### src/rtl/fcc_mac_neuron_pkg.sv
// Shared types and constant helpers for the FCC multiply-accumulate neuron.
// Holds the controller state encoding, accumulator sizing rule and saturation bounds.
package fcc_pkg;

   typedef enum logic [1:0] {
      ACC = 2'd0,
      FIN = 2'd1,
      OUT = 2'd2
   } fcc_state_e;

   // Smallest accumulator that cannot wrap for n_in full-scale products.
   function automatic int min_acc_w(input int data_w, input int n_in);
      return 2 * data_w + $clog2(n_in);
   endfunction

   function automatic longint sat_max(input int out_w);
      return (64'sd1 <<< (out_w - 1)) - 64'sd1;
   endfunction

   function automatic longint sat_min(input int out_w);
      return -(64'sd1 <<< (out_w - 1));
   endfunction

endpackage

### src/rtl/fcc_mac_neuron_if.sv
// Node/weight input stream and result output stream of one MAC neuron.
// The slave modport is the neuron side, the master modport is the producer/consumer side.
interface fcc_mac_neuron_if #(
   parameter int DATA_W = 8,
   parameter int OUT_W  = 16
);

   logic                     in_valid;
   logic                     in_ready;
   logic signed [DATA_W-1:0] in_node;
   logic signed [DATA_W-1:0] in_wegt;
   logic signed [DATA_W-1:0] in_bias;
   logic                     in_last;

   logic                     out_valid;
   logic                     out_ready;
   logic signed [OUT_W-1:0]  out_data;
   logic                     out_sat;
   logic                     out_len_err;

   modport slave (
      input  in_valid, in_node, in_wegt, in_bias, in_last, out_ready,
      output in_ready, out_valid, out_data, out_sat, out_len_err
   );

   modport master (
      output in_valid, in_node, in_wegt, in_bias, in_last, out_ready,
      input  in_ready, out_valid, out_data, out_sat, out_len_err
   );

endinterface

### src/rtl/fcc_mac_neuron_sat_relu.sv
// Optional ReLU followed by signed saturation of a wide sum to OUT_W bits.
// Purely combinational so the layer output stage can reuse it directly.
module fcc_sat_relu
   import fcc_pkg::*;
#(
   parameter int ACC_W = 20,
   parameter int OUT_W = 16
) (
   input  logic signed [ACC_W-1:0] sum,
   input  logic                    relu_en,
   output logic signed [OUT_W-1:0] result,
   output logic                    sat
);

   localparam logic signed [ACC_W-1:0] MAX_EXT = ACC_W'(sat_max(OUT_W));
   localparam logic signed [ACC_W-1:0] MIN_EXT = ACC_W'(sat_min(OUT_W));
   localparam logic signed [OUT_W-1:0] MAX_OUT = OUT_W'(sat_max(OUT_W));
   localparam logic signed [OUT_W-1:0] MIN_OUT = OUT_W'(sat_min(OUT_W));

   always_comb begin
      result = sum[OUT_W-1:0];
      sat    = 1'b0;
      // ReLU wins over negative saturation: a clamped-to-zero result is never flagged.
      if (relu_en && (sum < 0)) begin
         result = '0;
      end else if (sum > MAX_EXT) begin
         result = MAX_OUT;
         sat    = 1'b1;
      end else if (sum < MIN_EXT) begin
         result = MIN_OUT;
         sat    = 1'b1;
      end
   end

endmodule

### src/rtl/fcc_mac_neuron.sv
// Sequential MAC neuron: accumulates node*weight over a vector, adds the bias
// captured on the first beat, then applies optional ReLU and saturation.
module fcc_mac_neuron
   import fcc_pkg::*;
#(
   parameter int DATA_W  = 8,
   parameter int N_IN    = 16,
   parameter int ACC_W   = 20,
   parameter int OUT_W   = 16,
   parameter int RELU_EN = 0
) (
   input  logic             clk,
   input  logic             rst_n,
   fcc_mac_neuron_if.slave  bus
);

   localparam int CNT_W = (N_IN > 1) ? $clog2(N_IN) : 1;
   localparam logic [CNT_W-1:0] CNT_LAST = CNT_W'(N_IN - 1);

   fcc_state_e state_q, state_d;

   logic signed [ACC_W-1:0]  acc_q, acc_d;
   logic [CNT_W-1:0]         cnt_q, cnt_d;
   logic signed [DATA_W-1:0] bias_q, bias_d;
   logic                     len_err_q, len_err_d;

   logic                     out_valid_q, out_valid_d;
   logic signed [OUT_W-1:0]  out_data_q, out_data_d;
   logic                     out_sat_q, out_sat_d;
   logic                     out_len_err_q, out_len_err_d;

   logic                       in_ready;
   logic                       beat_fire;
   logic signed [2*DATA_W-1:0] prod;
   logic signed [ACC_W-1:0]    sum;
   logic signed [OUT_W-1:0]    sat_result;
   logic                       sat_flag;

   assign in_ready  = (state_q == ACC);
   assign beat_fire = bus.in_valid && in_ready;
   assign prod      = bus.in_node * bus.in_wegt;
   assign sum       = acc_q + ACC_W'(bias_q);

   fcc_sat_relu #(
      .ACC_W (ACC_W),
      .OUT_W (OUT_W)
   ) u_sat_relu (
      .sum     (sum),
      .relu_en (RELU_EN != 0),
      .result  (sat_result),
      .sat     (sat_flag)
   );

   always_comb begin
      state_d       = state_q;
      acc_d         = acc_q;
      cnt_d         = cnt_q;
      bias_d        = bias_q;
      len_err_d     = len_err_q;
      out_valid_d   = out_valid_q;
      out_data_d    = out_data_q;
      out_sat_d     = out_sat_q;
      out_len_err_d = out_len_err_q;

      unique case (state_q)
         ACC: begin
            if (beat_fire) begin
               acc_d = acc_q + ACC_W'(prod);
               cnt_d = cnt_q + 1'b1;
               if (cnt_q == '0) begin
                  bias_d = bus.in_bias;
               end
               // A vector closes on the N_IN-th beat or on an early in_last.
               if ((cnt_q == CNT_LAST) || bus.in_last) begin
                  len_err_d = (cnt_q != CNT_LAST) || !bus.in_last;
                  state_d   = FIN;
               end
            end
         end
         FIN: begin
            out_data_d    = sat_result;
            out_sat_d     = sat_flag;
            out_len_err_d = len_err_q;
            out_valid_d   = 1'b1;
            state_d       = OUT;
         end
         OUT: begin
            if (out_valid_q && bus.out_ready) begin
               out_valid_d = 1'b0;
               acc_d       = '0;
               cnt_d       = '0;
               state_d     = ACC;
            end
         end
         default: begin
            state_d = ACC;
         end
      endcase
   end

   always_ff @(posedge clk) begin
      if (!rst_n) begin
         state_q       <= ACC;
         acc_q         <= '0;
         cnt_q         <= '0;
         bias_q        <= '0;
         len_err_q     <= 1'b0;
         out_valid_q   <= 1'b0;
         out_data_q    <= '0;
         out_sat_q     <= 1'b0;
         out_len_err_q <= 1'b0;
      end else begin
         state_q       <= state_d;
         acc_q         <= acc_d;
         cnt_q         <= cnt_d;
         bias_q        <= bias_d;
         len_err_q     <= len_err_d;
         out_valid_q   <= out_valid_d;
         out_data_q    <= out_data_d;
         out_sat_q     <= out_sat_d;
         out_len_err_q <= out_len_err_d;
      end
   end

   assign bus.in_ready    = in_ready;
   assign bus.out_valid   = out_valid_q;
   assign bus.out_data    = out_data_q;
   assign bus.out_sat     = out_sat_q;
   assign bus.out_len_err = out_len_err_q;

endmodule

### src/flat_wrapper.sv
// flat-port wrapper written by rule: the top's interface ports become plain ports
module fcc_mac_neuron_flat import fcc_pkg::*;
#(
   parameter int DATA_W  = 8,
   parameter int N_IN    = 16,
   parameter int ACC_W   = 20,
   parameter int OUT_W   = 16,
   parameter int RELU_EN = 0
)
  (clk, rst_n, bus_in_valid, bus_in_node, bus_in_wegt, bus_in_bias, bus_in_last, bus_out_ready, bus_in_ready, bus_out_valid, bus_out_data, bus_out_sat, bus_out_len_err);
  fcc_mac_neuron_if #(.DATA_W(DATA_W), .OUT_W(OUT_W)) bus_i ();
  input  logic clk;
  input  logic rst_n;
  input wire logic [$bits(bus_i.in_valid)-1:0] bus_in_valid;
  input wire logic [$bits(bus_i.in_node)-1:0] bus_in_node;
  input wire logic [$bits(bus_i.in_wegt)-1:0] bus_in_wegt;
  input wire logic [$bits(bus_i.in_bias)-1:0] bus_in_bias;
  input wire logic [$bits(bus_i.in_last)-1:0] bus_in_last;
  input wire logic [$bits(bus_i.out_ready)-1:0] bus_out_ready;
  output wire logic [$bits(bus_i.in_ready)-1:0] bus_in_ready;
  output wire logic [$bits(bus_i.out_valid)-1:0] bus_out_valid;
  output wire logic [$bits(bus_i.out_data)-1:0] bus_out_data;
  output wire logic [$bits(bus_i.out_sat)-1:0] bus_out_sat;
  output wire logic [$bits(bus_i.out_len_err)-1:0] bus_out_len_err;
  assign bus_i.in_valid = bus_in_valid;
  assign bus_i.in_node = bus_in_node;
  assign bus_i.in_wegt = bus_in_wegt;
  assign bus_i.in_bias = bus_in_bias;
  assign bus_i.in_last = bus_in_last;
  assign bus_i.out_ready = bus_out_ready;
  assign bus_in_ready = bus_i.in_ready;
  assign bus_out_valid = bus_i.out_valid;
  assign bus_out_data = bus_i.out_data;
  assign bus_out_sat = bus_i.out_sat;
  assign bus_out_len_err = bus_i.out_len_err;
  fcc_mac_neuron #(.DATA_W(DATA_W), .N_IN(N_IN), .ACC_W(ACC_W), .OUT_W(OUT_W), .RELU_EN(RELU_EN)) u_core (.clk(clk), .rst_n(rst_n), .bus(bus_i));
endmodule
### config.mk
export PLATFORM = sky130hd
export DESIGN_NAME = fcc_mac_neuron_flat
export DESIGN_NICKNAME = d
export VERILOG_FILES = /design/src/rtl/fcc_mac_neuron_pkg.sv /design/src/rtl/fcc_mac_neuron_if.sv /design/src/rtl/fcc_mac_neuron_sat_relu.sv /design/src/rtl/fcc_mac_neuron.sv /design/src/flat_wrapper.sv
export SDC_FILE = /design/constraint.sdc
export NUM_CORES = 1
export LEC_CHECK = 0
export CORE_ASPECT_RATIO = 1.75
export CORE_MARGIN = 1.5
export CORE_UTILIZATION = 43
export CTS_BUF_LIST = sky130_fd_sc_hd__clkbuf_8
export CTS_CLUSTER_DIAMETER = 100
export DETAILED_ROUTE_END_ITERATION = 10
export HOLD_SLACK_MARGIN = 0.1
export PLACE_DENSITY = 0.68
export SYNTH_ARGS = -nofsm -noshare
export SYNTH_HDL_FRONTEND = slang
export SYNTH_SLANG_ARGS = --single-unit
### constraint.sdc
create_clock -name clk -period 7.5 [get_ports clk]
set_input_delay 2.25 -clock clk [delete_from_list [all_inputs] [get_ports clk]]
set_output_delay 2.25 -clock clk [all_outputs]
set_load 0.05 [all_outputs]
==> results.sh <==
export IMPL_die_width_um=97.3
export IMPL_start_kind="primary input"
export IMPL_synthArstFlopShare_pct=0
export IMPL_num_io_pins=49
export IMPL_stdcell_area_um2=7780
export IMPL_max_slew_margin_pct=58.6
export IMPL_firstDrtPassIters=5
export IMPL_diodes=0
export IMPL_clkTransAtPathRegs_ns=0.11
export IMPL_tns_ns=0
export IMPL_worstPathArrival_ns=7.53
export IMPL_synth_edf_count=0
export IMPL_power_density_nw_per_um2=392
export IMPL_grt_pass1_wl_um=24600
export IMPL_synth_seq_area_share_pct=16.1
export IMPL_chipHeight_um=168
export IMPL_tightest_slew_ns=0.619
export IMPL_nFillCells=1509
export IMPL_crit_fanout=4
export IMPL_gp_congestion=0.881
export IMPL_drc_errors=0
export IMPL_ys_types=66
export IMPL_finalNetCount=968
export IMPL_drt_total_wl_um=14300
export IMPL_grt_pass1_vias=5279
export IMPL_start_util_pct=43.7
export IMPL_critPathRequiredTime_ns=7.73
export IMPL_first_iter_violations=138
export IMPL_syn2layout_area_growth_pct=16.2
export IMPL_ant_nets=0
export IMPL_peakVddDrop_mv=0.278
export IMPL_overflow=0
export IMPL_dpl_cell_area_um2=7620
export IMPL_clock_latency_ns=0.33
export IMPL_yosysMostFrequentCell="inv_1"
export IMPL_drv_slew=0
export IMPL_cts_max_level=2
export IMPL_finClkSkew_ns=0.0121
export IMPL_rsz0062_at_grt="true"
export IMPL_syn_nets=880
export IMPL_wl_per_cell_um=14.7
export IMPL_drive_gt1_share_pct=12.2
export IMPL_grt_antenna_before_repair=0
export IMPL_leakagePower_nw=3.70
export IMPL_holdCritPathClass="reg -> reg"
export IMPL_final_seq_area_um2=1080
export IMPL_core_area_um2=15300
export IMPL_cts_buffer_depth=2
export IMPL_cts_buffers_inserted=5
export IMPL_synth_common_cells="inv_1, fa_1, ha_1"
export IMPL_outcome="finished clean"
export IMPL_vias_per_cell=5.19
export IMPL_yosys_warnings=0
export IMPL_ys_ff_latch=54
export IMPL_crit_type="in -> reg"
export IMPL_synth_area_top_cells="fa_1, dfxtp_1, ha_1"
export IMPL_period_needed_ns=7.30
export IMPL_ys_flop_type="dfxtp_1"
export IMPL_dp_hpwl_um=12100
export IMPL_end_kind="register"
export IMPL_track_usage_pct=18.2
export IMPL_cts_root_buf="clkbuf_8"
export IMPL_clock_sinks=54
export IMPL_syn_area_um2=6700
export IMPL_cts_tree="done"
export IMPL_drv_cap=0
export IMPL_setup_viol=0
export IMPL_num_vias=5038
export IMPL_synth_top_area_share_pct=26.6
export IMPL_yosys_area_top_type="fa_1"
export IMPL_hold_viol=0
export IMPL_placementRows=60
export IMPL_port_buffers=48
export IMPL_grt_start_max_net_pins=56
export IMPL_postSynthCellCount=695
export IMPL_multi_input_area_um2=5090
export IMPL_die_area_um2=16400
export IMPL_post_route_period_util_pct=97.3
export IMPL_fmax_mhz=137
export IMPL_syn_avg_cell_area_um2=9.64
## cells in the final DEF (no fill, tap or decap), types with 3 or more instances in the layout
cell type | synthesis | layout
inv_1 | 107 | 107
fa_1 | 89 | 89
ha_1 | 67 | 67
dfxtp_1 | 54 | 54
buf_4 | 1 | 51
clkdlybuf4s50_1 | 0 | 46
nand2_1 | 39 | 38
a21oi_1 | 37 | 37
and2_1 | 37 | 35
nor2b_1 | 34 | 34
xnor2_1 | 25 | 25
nor2_1 | 24 | 22
a22oi_1 | 17 | 17
o21ai_0 | 18 | 16
mux2i_1 | 11 | 11
xor2_1 | 11 | 11
o221a_1 | 11 | 11
nand3_1 | 10 | 10
o21bai_1 | 7 | 7
nand2b_1 | 7 | 7
a21o_1 | 6 | 6
o21a_1 | 6 | 6
nor3_1 | 5 | 5
o221a_2 | 5 | 5
clkbuf_8 | 4 | 5
a31oi_1 | 6 | 4
o21ai_1 | 1 | 3
## where the power goes
| part | internal, mW | switching (mW) | leakage, nW |
|---|---|---|---|
| logic | 1.23 | 1.26 | 3.21 |
| registers | 0.331 | 0.0427 | 0.442 |
| clock network | 0.0695 | 0.111 | 0.0502 |
## through the flow
stage                     util (%)  std cells  power (mW)  setup slack [ns]  hold WS, ns
after global routing          50.8        970        3.40           -0.0227        0.550
after CTS                     50.4        968        3.00            0.0760        0.517
final                         50.8        970        3.05             0.202        0.516
after global placement        49.8        960        2.77            -0.290        0.486
after detailed placement      49.8        960        2.80            -0.350        0.496
after floorplan                  -        695        2.15            0.0862        0.466
## state kept, by name (all words and copies together) (netlist names)
register                flops
u_core.acc_q               20
u_core.bus.out_data        16
u_core.bias_q               8
u_core.cnt_q                4
u_core.state_q              2
u_core.bus.out_len_err      1
u_core.bus.out_sat          1
u_core.bus.out_valid        1
u_core.len_err_q            1
## routing by layer
metal	vias to the layer above	wire length, µm	global-route usage (%)
met3	26	306	1.45
met2	76	8290	36.6
li1	2467	-	-
met4	0	325	5.84
met1	2469	5360	19.6
met5	-	0	0
## cell type report
class	count	share of cell area, %
well taps	186	2.99
clock inverters	3	0.370
flip-flops and latches	54	13.9
clock buffers	5	0.885
inverters	108	5.21
multi-input cells	515	65.5
repair buffers	99	11.2
## path summary, 6_finish.rpt
check | from | endpoint | slack (ns) | cells after the start
max | bus_in_wegt[1] | u_core.acc_q[17] | 0.20 | 16
min | u_core.len_err_q | u_core.len_err_q | 0.52 | 1
max reg2reg | u_core.acc_q[6] | u_core.acc_q[18] | 2.48 | 19
min reg2reg | u_core.len_err_q | u_core.len_err_q | 0.52 | 1
## kinds of logic (layout without fill, tap and decap cells)
group                      count (synthesis)  count (layout)  synth area share (%)
xor gates and xnor gates                  37              37                  5.12
adders and majority gates                156             156                  39.1
AOI/OAI and AO/OA                        138             138                  15.3
muxes                                     12              12                  1.81
DFF                                       54              54                  16.1
buffers and inverters                    126             215                  8.48
and+or+nand+nor                          172             172                  14.1
## what timing repair did
item	4_1_cts	5_1_grt
hold buffers	0	0
setup buffers	0	2
pin swaps	0	4
gates resized for setup	1	15
endpoints found under the setup margin	1	4
## critical path, stage by stage
cell and delay (ns):
clkdlybuf4s50_1 0.58, and2_2 0.24, fa_1 0.45, fa_1 0.51, fa_1 0.52, fa_1 0.48
ha_1 0.31, ha_1 0.32, a2111o_1 0.44, o21bai_1 0.20, a311o_1 0.34, a2111oi_4 0.43
o21ai_0 0.13, nor3b_1 0.15, a21oi_1 0.13, nor2b_1 0.05
Power figures use the tool's default switching activity.
